**src/rtl/div_sequencer.sv**
```systemverilog
// Multi-cycle RV64M divide/remainder sequencer: restoring division, one quotient
// bit per cycle, borrowing the shared ALU as an unsigned subtractor/comparator.
module div_sequencer #(
  parameter int XLEN = 64
) (
  input  logic            clk_in,
  input  logic            rst_n_in,
  input  logic            start_in,
  input  logic            flush_in,
  input  logic [XLEN-1:0] dividend_in,
  input  logic [XLEN-1:0] divisor_in,
  input  logic            signed_in,
  input  logic            rem_sel_in,
  input  logic            word_in,
  output logic            busy_out,
  output logic            done_out,
  output logic [XLEN-1:0] result_out,
  output logic [XLEN-1:0] alu_value1_out,
  output logic [XLEN-1:0] alu_value2_out,
  output logic [2:0]      alu_op_signal_out,
  output logic            add_sub_srl_sra_signal_out,
  output logic [2:0]      width_data_signal_out,
  input  logic [XLEN-1:0] alu_result_in,
  input  logic            alu_carry_in
);

  localparam logic [2:0] ALU_OP_ADD_SUB  = 3'b000;
  localparam logic [2:0] MEM_WIDTH_DWORD = 3'b011;

  typedef enum logic [2:0] {S_IDLE, S_PREP, S_ITER, S_FIX, S_DONE} state_t;

  state_t          state_q, state_d;
  logic [XLEN-1:0] a_q, a_d, b_q, b_d;
  logic [XLEN-1:0] q_q, q_d, r_q, r_d, bmag_q, bmag_d;
  logic [XLEN-1:0] result_q, result_d;
  logic [5:0]      cnt_q, cnt_d;
  logic            signed_q, signed_d, rem_q, rem_d, word_q, word_d;
  logic            qneg_q, qneg_d, rneg_q, rneg_d;

  logic [XLEN-1:0] a_eff, b_eff, a_mag, b_mag, min_val, r_prime;
  logic [XLEN-1:0] q_fix, r_fix, sel_fix, fix_res;
  logic            sa, sb, div0, ovf, take;

  always_comb begin
    a_eff = a_q;
    b_eff = b_q;
    if (word_q) begin
      a_eff = signed_q ? {{32{a_q[31]}}, a_q[31:0]} : {32'b0, a_q[31:0]};
      b_eff = signed_q ? {{32{b_q[31]}}, b_q[31:0]} : {32'b0, b_q[31:0]};
    end
    sa      = signed_q & a_eff[XLEN-1];
    sb      = signed_q & b_eff[XLEN-1];
    a_mag   = sa ? -a_eff : a_eff;
    b_mag   = sb ? -b_eff : b_eff;
    min_val = word_q ? 64'hFFFF_FFFF_8000_0000 : 64'h8000_0000_0000_0000;
    div0    = (b_eff == '0);
    ovf     = signed_q & (a_eff == min_val) & (b_eff == '1);
    // The R msb covers divisors >= 2^63, where R' overflows 64 bits.
    r_prime = {r_q[XLEN-2:0], q_q[XLEN-1]};
    take    = r_q[XLEN-1] | ~alu_carry_in;
    q_fix   = qneg_q ? -q_q : q_q;
    r_fix   = rneg_q ? -r_q : r_q;
    sel_fix = rem_q ? r_fix : q_fix;
    fix_res = word_q ? {{32{sel_fix[31]}}, sel_fix[31:0]} : sel_fix;
  end

  always_comb begin
    state_d  = state_q;
    a_d      = a_q;
    b_d      = b_q;
    q_d      = q_q;
    r_d      = r_q;
    bmag_d   = bmag_q;
    result_d = result_q;
    cnt_d    = cnt_q;
    signed_d = signed_q;
    rem_d    = rem_q;
    word_d   = word_q;
    qneg_d   = qneg_q;
    rneg_d   = rneg_q;
    if (flush_in) begin
      state_d = S_IDLE;
    end else begin
      case (state_q)
        S_IDLE: if (start_in) begin
          a_d      = dividend_in;
          b_d      = divisor_in;
          signed_d = signed_in;
          rem_d    = rem_sel_in;
          word_d   = word_in;
          state_d  = S_PREP;
        end
        S_PREP: begin
          bmag_d = b_mag;
          // Special cases skip ITER; FIX still does the select and W extension.
          if (div0 | ovf) begin
            q_d     = div0 ? '1 : a_eff;
            r_d     = div0 ? a_eff : '0;
            qneg_d  = 1'b0;
            rneg_d  = 1'b0;
            state_d = S_FIX;
          end else begin
            q_d     = word_q ? (a_mag << 32) : a_mag;
            r_d     = '0;
            qneg_d  = sa ^ sb;
            rneg_d  = sa;
            cnt_d   = word_q ? 6'd31 : 6'd63;
            state_d = S_ITER;
          end
        end
        S_ITER: begin
          r_d   = take ? alu_result_in : r_prime;
          q_d   = {q_q[XLEN-2:0], take};
          cnt_d = cnt_q - 6'd1;
          if (cnt_q == 6'd0) state_d = S_FIX;
        end
        S_FIX: begin
          result_d = fix_res;
          state_d  = S_DONE;
        end
        S_DONE:  state_d = S_IDLE;
        default: state_d = S_IDLE;
      endcase
    end
  end

  always_ff @(posedge clk_in) begin
    if (!rst_n_in) begin
      state_q  <= S_IDLE;
      a_q      <= '0;
      b_q      <= '0;
      q_q      <= '0;
      r_q      <= '0;
      bmag_q   <= '0;
      result_q <= '0;
      cnt_q    <= '0;
      signed_q <= 1'b0;
      rem_q    <= 1'b0;
      word_q   <= 1'b0;
      qneg_q   <= 1'b0;
      rneg_q   <= 1'b0;
    end else begin
      state_q  <= state_d;
      a_q      <= a_d;
      b_q      <= b_d;
      q_q      <= q_d;
      r_q      <= r_d;
      bmag_q   <= bmag_d;
      result_q <= result_d;
      cnt_q    <= cnt_d;
      signed_q <= signed_d;
      rem_q    <= rem_d;
      word_q   <= word_d;
      qneg_q   <= qneg_d;
      rneg_q   <= rneg_d;
    end
  end

  always_comb begin
    busy_out                   = (state_q != S_IDLE);
    done_out                   = (state_q == S_DONE);
    result_out                 = result_q;
    alu_value1_out             = (state_q == S_ITER) ? r_prime : '0;
    alu_value2_out             = busy_out ? bmag_q : '0;
    alu_op_signal_out          = busy_out ? ALU_OP_ADD_SUB : 3'b000;
    add_sub_srl_sra_signal_out = busy_out;
    width_data_signal_out      = busy_out ? (MEM_WIDTH_DWORD | 3'b100) : 3'b000;
  end

endmodule
```
**config.mk**
```make
export PLATFORM = sky130hd
export DESIGN_NAME = div_sequencer
export DESIGN_NICKNAME = d
export VERILOG_FILES = /design/src/rtl/div_sequencer.sv
export SDC_FILE = /design/constraint.sdc
export NUM_CORES = 1
export LEC_CHECK = 0
export CAP_MARGIN = 15
export CORE_MARGIN = 5
export CORE_UTILIZATION = 55
export CTS_BUF_LIST = sky130_fd_sc_hd__clkbuf_16
export DETAILED_ROUTE_END_ITERATION = 7
export PLACE_DENSITY = 0.82
export SLEW_MARGIN = 40
export SYNTH_ARGS = -nofsm -noshare
export SYNTH_HDL_FRONTEND = slang
export SYNTH_SLANG_ARGS = --single-unit
```
**constraint.sdc**
```tcl
create_clock -name clk_in -period 3.5 [get_ports clk_in]
set_input_delay 0.7 -clock clk_in [delete_from_list [all_inputs] [get_ports clk_in]]
set_output_delay 0.7 -clock clk_in [all_outputs]
set_load 0.005 [all_outputs]
```
# Yosys cells after proc, flatten, opt, wreduce, memory -nomap -nowiden
# Index checks and enable logic that the tools add are counted.
[totals]
output_inout_bits = 201
register_bits = 398
[classes]
addsub = 5
n_eq_ne = 9
n_bitwise = 10
mux = 31
n_reduce_logical = 12
[ops]
columns = ["cell", "n"]
rows = [
  ["$mux W64", 18],
  ["$neg A64 Y64", 4],
  ["$pmux W64 S2", 2],
  ["$eq A64 B64 Y1", 1],
  ["$eq A64 B64 Y1 const B", 1],
  ["$logic_not A64 Y1", 1],
  ["$mux W63", 1],
  ["$mux W6", 2],
  ["$pmux W3 S4", 1],
  ["$pmux W6 S2", 1],
  ["$mux W3", 3],
  ["$reduce_and A2 Y1", 4],
  ["$eq A3 B2 Y1 const B", 2],
  ["$logic_not A6 Y1", 1],
  ["$ne A2 B2 Y1 const B", 3],
  ["$reduce_and A3 Y1", 2],
  ["$sub A6 B1 Y6 const B", 1],
  ["$and A1 B1 Y1", 4],
  ["$eq A3 B1 Y1 const B", 1],
  ["$eq A3 B3 Y1 const B", 1],
  ["$logic_not A3 Y1", 1],
  ["$mux W1", 3],
  ["$not A1 Y1", 3],
  ["$reduce_bool A3 Y1", 1],
  ["other kinds (4)", 5],
]

# Longest topological paths before layout
# Gate-level depths: netlist (run 1).
[depth]
depth_word = 8
ltp_mapped = 12
mapped_depth_nobuf = 9

# Least setup slack after synthesis (run 1)
# OpenSTA, ideal clock, no wires.
[synth_path]
path_kind = "reg2reg"
start = "reg b_q[15]"
end = "reg bmag_q[63]"
required_time_ns = 3.415
slack_ns = 0.386
n_path_buf = 2
arrival_ns = 3.029
stages_incl_launch_ff = 10
cell_sequence = "dfxtp_1 -> buf_6 -> or4_4 -> or4b_4 -> buf_6 -> nor4_4 -> nand3_4 -> or3_1 -> o41a_1 -> o31ai_2"
[synth_via]
elab_chain_len = 4
[synth_lines]
columns = ["item", "line_no", "rtl"]
rows = [
  ["start: declaration", "33", "logic [XLEN-1:0] a_q, a_d, b_q, b_d;"],
  ["start signal: assignment", "131", "b_q <= '0;"],
  ["start signal: assignment", "145", "b_q <= b_d;"],
  ["$mux W64", "49", "b_eff = signed_q ? {{32{b_q[31]}}, b_q[31:0]} : {32'b0, b_q[31:0]};"],
  ["$mux W64 (*)", "47", "if (word_q) begin"],
  ["$neg A64 Y64 (*)", "54", "b_mag = sb ? -b_eff : b_eff;"],
  ["$mux W64 (*)", "54", ""],
  ["end signal: assignment", "148", "bmag_q <= bmag_d;"],
  ["end: declaration", "34", "logic [XLEN-1:0] q_q, q_d, r_q, r_d, bmag_q, bmag_d;"],
]
# Every way passes the cells marked *; elsewhere a longest branch is shown, timed or not.
# A chain may end at the register's enable or synchronous reset.

# Worst setup path after layout (run 1)
[layout_path]
start = "reg r_q[20]"
end = "reg result_q[59], in the netlist result_out[59]"
[layout_via]
elab_chain_len = 4
[layout_lines]
columns = ["item", "line_no", "rtl"]
rows = [
  ["start: declaration", "34", ""],
  ["start signal: assignment", "147", "r_q <= r_d;"],
  ["$neg A64 Y64", "62", "r_fix = rneg_q ? -r_q : r_q;"],
  ["$mux W64", "62", ""],
  ["$mux W64", "63", "sel_fix = rem_q ? r_fix : q_fix;"],
  ["$mux W64", "64", "fix_res = word_q ? {{32{sel_fix[31]}}, sel_fix[31:0]} : sel_fix;"],
  ["end signal: assignment", "149", "result_q <= result_d;"],
  ["end: declaration", "35", "logic [XLEN-1:0] result_q, result_d;"],
]
# Every way passes these cells.

==> results.toml, run 1 <==
[outcome]
outcome = "finished, final reports clean"

[grt]
grt_max_degree = 118
grt_pass1_wl_um = 167000
overflow = 0
antenna_found_initial = 6
grt_use_total_pct = 42.7
grt_pass1_vias = 26800

[logic_synthesis]
synth_edf_count = 0
post-synth-top-area-fraction_pct = 32.2
syn_area_um2 = 24700
async_reset_ff_share_pct = 0
synthesis.instances = 3380
yosys-top-cells-area = "dfxtp_1 32%, a21oi_1 9.2%, nand2_1 8.4%"
synth_common_cells = "550 x nand2_1, 454 x a21oi_1, 398 x dfxtp_1"
yosys_most_used_dff = "dfxtp_1"
seq_area_frac_synth_pct = 32.2
synthDistinctLibCells = 90
yosysMostFrequentCell = "nand2_1"
ys_warn_count = 0
ys_ff_latch = 398
yosys.area.top_type = "dfxtp_1"
post_synth.cell_area_avg_um2 = 7.31

[cells_and_area]
nNetsFinal = 3931
area_delta_synth_final_pct = 27.6
fin_util_pct = 71.2
layout.cells.non_filler = 4350
multi_input_area_um2 = 15600
nFillCells = 3466
regArea_um2 = 7980
drive_gt1_share_pct = 9.46

[cts]
cts.hold.buffers_added = 0
cts_tree = "done"
htreeDepth = 2
cts_root_buffer = "clkbuf_16"
path_clk_slew_ns = 0.07
insertion_delay_ns = 0.59
cts.sinks = 398
cts_buffers = 44
post_cts_resize_count = 3
clock_path_buffers = 3
postCtsSetupRepairBufs = 0

[placed_design]
io_buffers = 397
pre_cts_slack_ns = -0.114
dp_hpwl_um = 85300
place_inst = 4270
gp_congestion = 1.05

[sta]
fin_crit_ns = 3.48
hold_viol_final = 0
max_freq_mhz = 287
skew_ns = 0.0197
post-route-period-util_pct = 99.4
setup_ws_ns = 0.0196
max_slew_margin_pct = 41.0
grt_setup_unrepaired = "yes"
worst_pin_slew_ns = 0.863
finalSetupViolCount = 0
maxSlewViolCount = 0
fin_tns_setup_ns = 0

[floorplan]
start_util_pct = 55.8
die_width_um = 222
die_h_um = 222
rows = 77
dieArea_um2 = 49300
core_area_um2 = 44300
ios = 401

[worst_setup_path]
critPathKind = "reg2reg"
timing.rr.start = "r_q[20]"
critPathLaunch = "r_q[20]"
arrival_ns = 3.98
cp.required_ns = 4.00
r2r_cells = 8
cp-start-kind = "flip-flop"
critPathMaxFanout = 8
endpoint_kind = "flip-flop"

[pwr]
p_leak_nw = 11.1
max-vdd-ir-drop_uv = 388
power_density_nw_per_um2 = 389

[routing]
viasPerCell = 6.66
routedWlPerCell_um = 25.9
final_antenna_net_count = 0
dr_total_vias = 29000
wl_um = 113000
first_iter_violations = 5117
drt-pass1-iter-count = 8
route.detailed.drc = 0

[worst_hold_path]
whs_path_depth = 2
hp-start = "bmag_q[50]"
hold_path_class = "reg2reg"

[flow_run]
max-cap-violations = 0
## kinds of logic (layout without fill, tap and decap cells)
family                     count (synthesis)  count (layout)  share of synthesized area (%)
DFF                                      398             398                           32.2
xor gates and xnor gates                 222             222                           7.86
AOI/OAI and AO/OA                       1115            1115                           27.7
adders and majority gates                  7               7                          0.354
other                                      1               8                         0.0152
buffers and inverters                    338             709                           5.33
muxes                                     40              40                           1.63
and+or+nand+nor                         1259            1259                           24.9
## per-stage QoR
stage	area [µm²]	power, mW	hold WS, ns
2_1_floorplan	24700	6.35	0.427
3_3_place_gp	30000	7.46	0.436
3_5_place_dp	30100	7.50	0.441
4_1_cts	31500	12.1	0.450
5_1_grt	31500	12.6	0.471
6_report	31500	12.3	0.451
## layout make-up
cell class	count	area share [%]
multi-input combinational	2646	49.4
sequential	398	25.3
timing repair buffer	607	18.1
clock buffer	45	3.57
tap	592	2.35
clock inverter	30	0.901
inverter	27	0.337
antenna	5	0.0397
## per-layer routing
metal | vias to the layer above | track usage [%] | wire [µm]
met4 | 4 | 21.2 | 6800
met5 | - | 0 | 23
met3 | 428 | 12.2 | 14800
li1 | 12800 | - | -
met2 | 2144 | 64.2 | 48400
met1 | 13600 | 56.2 | 42500
## flip-flops by register name, summed over array words and instances (netlist names)
name        flops
b_q            64
state_q         3
signed_q        1
qneg_q          1
cnt_q           6
bmag_q         64
q_q            64
result_out     64
word_q          1
rem_q           1
rneg_q          1
a_q            64
r_q            64
## power breakdown
group	internal, mW	leakage [nW]	switching, mW	total [mW]
sequential	4.69	3.23	0.283	4.98
clock	2.70	0.716	2.02	4.72
combinational	0.986	7.18	1.59	2.58
## final timing paths
check / endpoint / slack [ns]
worst max-delay path: result_out[59] / 0.02
worst min-delay path: bmag_q[50] / 0.45
worst max register to register: result_out[59] / 0.02
worst min register to register: bmag_q[50] / 0.45
## placed cells by master, fill, tap and decap left out, types with 21 or more instances in the layout
master / netlist / final
xor2_1: 99 / 99
clkdlybuf4s50_1: 0 / 396
o31ai_1: 71 / 71
buf_4: 8 / 199
o41ai_1: 43 / 41
dfxtp_1: 398 / 394
nand2b_1: 23 / 21
nand2_1: 550 / 550
nor4_1: 46 / 40
a211oi_1: 37 / 37
mux2i_1: 37 / 37
o21ai_0: 245 / 243
or3_1: 85 / 84
nand4_1: 28 / 28
nor3_1: 55 / 52
a21oi_1: 454 / 453
nand3_1: 58 / 58
and2_1: 134 / 134
clkbuf_16: 0 / 45
or4_1: 47 / 47
a31oi_1: 32 / 32
nor2_1: 157 / 153
inv_1: 25 / 32
xnor2_1: 123 / 123
o211ai_1: 76 / 76
## critical path: stages (launching register included)
cell and delay, ns:
dfxtp_1 0.33, nor4_2 0.66, nand4b_1 0.41, buf_4 0.29, or4_1 0.58, o41ai_1 0.41
xor2_1 0.13, or3b_2 0.49, o211ai_1 0.11
(Power assumes the default switching activity.)
==> run 2, diff against run 1 <==
CORE_UTILIZATION = 50   (was 55)
PLACE_DENSITY = 0.78   (was 0.82)
clock period = 2.9 ns   (was 3.5 ns; I/O delays follow)
==> results.toml, run 2 (same netlist as run 1, synthesis figures left out) <==
[placed_design]
pre_cts_slack_ns = -0.167
place_inst = 4554
io_buffers = 397
dp_hpwl_um = 83800
gp_congestion = 1.04

[worst_setup_path]
critPathMaxFanout = 18
critPathKind = "reg2out"
r2r_cells = 8
cp-start-kind = "flip-flop"
arrival_ns = 2.32
cp_slowest_cell = "or3_4"
cp.required_ns = 2.32
critPathMaxStageDelay_ns = 0.48
endpoint_kind = "output port"
path_cells = "or3_4 > clkbuf_16 > and2_1 > clkdlybuf4s50_1"

[floorplan]
dieArea_um2 = 54000
ios = 401
rows = 81
start_util_pct = 50.5
die_width_um = 232
core_area_um2 = 49000
die_h_um = 232

[sta]
skew_ns = 0.0162
max_slew_margin_pct = 45.5
fin_tns_setup_ns = -0.00259
worst_pin_slew_ns = 0.810
maxSlewViolCount = 0
setup_ws_ns = -0.00259
finalSetupViolCount = 1
max_freq_mhz = 345
post-route-period-util_pct = 100
hold_viol_final = 0
grt_setup_unrepaired = "yes"
fin_crit_ns = 2.90

[routing]
route.detailed.drc = 0
routedWlPerCell_um = 24.0
first_iter_violations = 4470
viasPerCell = 6.29
final_antenna_net_count = 0
wl_um = 111000
dr_total_vias = 29200
drt-pass1-iter-count = 6

[cts]
insertion_delay_ns = 0.59
cts.sinks = 398
cts_tree = "done"
clock_path_buffers = 3
cts_root_buffer = "clkbuf_16"
path_clk_slew_ns = 0.06
cts.hold.buffers_added = 0
htreeDepth = 2
cts_buffers = 44

[grt]
overflow = 0
grt_pass1_wl_um = 163000
grt_pass1_vias = 26500
antenna_found_initial = 4
grt_use_total_pct = 38.7
grt_max_degree = 158

[cells_and_area]
nFillCells = 4011
nNetsFinal = 4150
layout.cells.non_filler = 4641
fin_util_pct = 69.3
final_common_cell = "nand2_1"
drive_gt1_share_pct = 16.3
final_cell_mix = "548 x nand2_1, 453 x a21oi_1, 405 x buf_4, 394 x clkdlybuf4s50_1, 383 x dfxtp_1"
regArea_um2 = 7990
area_delta_synth_final_pct = 37.2
multi_input_area_um2 = 16000

[pwr]
p_total_mw = 15.7
p_leak_nw = 12.4
power_density_nw_per_um2 = 462
max-vdd-ir-drop_uv = 474

[flow_run]
max-cap-violations = 0

[outcome]
violations = "negative setup slack"
outcome = "complete, but fails checks"

[worst_hold_path]
whs_path_depth = 3
hold_path_class = "in2reg"
==> run 2: cell types whose count changed in the layout (fill, tap and decap cells not counted), sizes merged <==
cell | previous run | this run
dlymetal6s2s | 0 | 1
bufinv | 5 | 8
diode | 5 | 1
clkdlybuf4s50 | 396 | 394
inv | 38 | 31
clkinv | 11 | 19
or3b | 7 | 8
clkinvlp | 3 | 1
clkbuf | 45 | 48
buf | 211 | 428
dlygate4sd2 | 0 | 1
==> run 2: metal layers <==
layer	global-route usage, %	part of all wire, %
met5	0	0.028
met4	17.6	5.4
met3	8.85	12
met2	56.6	42
met1	54.3	40
==> run 2: final timing paths <==
check / from / to / slack (ns)
setup / recovery: state_q[0] / alu_value2_out[42] / -0.003
hold / removal: rst_n_in / result_out[35] / 0.42
setup reg to reg: q_q[43] / result_out[52] / -0.003
hold reg to reg: bmag_q[40] / bmag_q[40] / 0.44
==> run 2: cell type report <==
| class | count | share of cell area, % |
|---|---|---|
| sequential | 398 | 23.6 |
| inverter | 27 | 0.314 |
| multi-input combinational | 2647 | 47.1 |
| timing repair buffer | 825 | 22.0 |
| clock buffer | 47 | 3.47 |
| tap | 664 | 2.45 |
| clock inverter | 32 | 1.08 |
| antenna | 1 | 0.00738 |
==> run 2: critical path: cells and delay by family (launching register included) <==
kind / cells / cell delay, ns
buffers and inverters: 2 / 0.67
AND/OR/NAND/NOR: 2 / 0.68
flip-flops: 1 / 0.38
==> run 2: power by group <==
part | total (mW) | internal (mW) | switching [mW] | leakage (nW)
Sequential | 5.86 | 5.67 | 0.197 | 3.24
Clock | 6.09 | 3.64 | 2.45 | 0.777
Combinational | 3.73 | 1.53 | 2.20 | 8.42
Total | 15.7 | 10.8 | 4.85 | 12.4
==> run 2: stage by stage <==
stage	hold slack [ns]	area (µm²)
detailed placement	0.440	31900
CTS	0.388	33600
floorplan	0.427	24800
global placement	0.435	31900
global route	0.425	33900
finish	0.417	33900
==> run 2: timing repair <==
action                     in CTS  in global routing
pin swaps                       4                 19
gates resized for setup        29                 68
hold endpoints to repair        0                  0
gates cloned                    2                  1
setup buffers                   2                  3
setup endpoints to repair     139                162
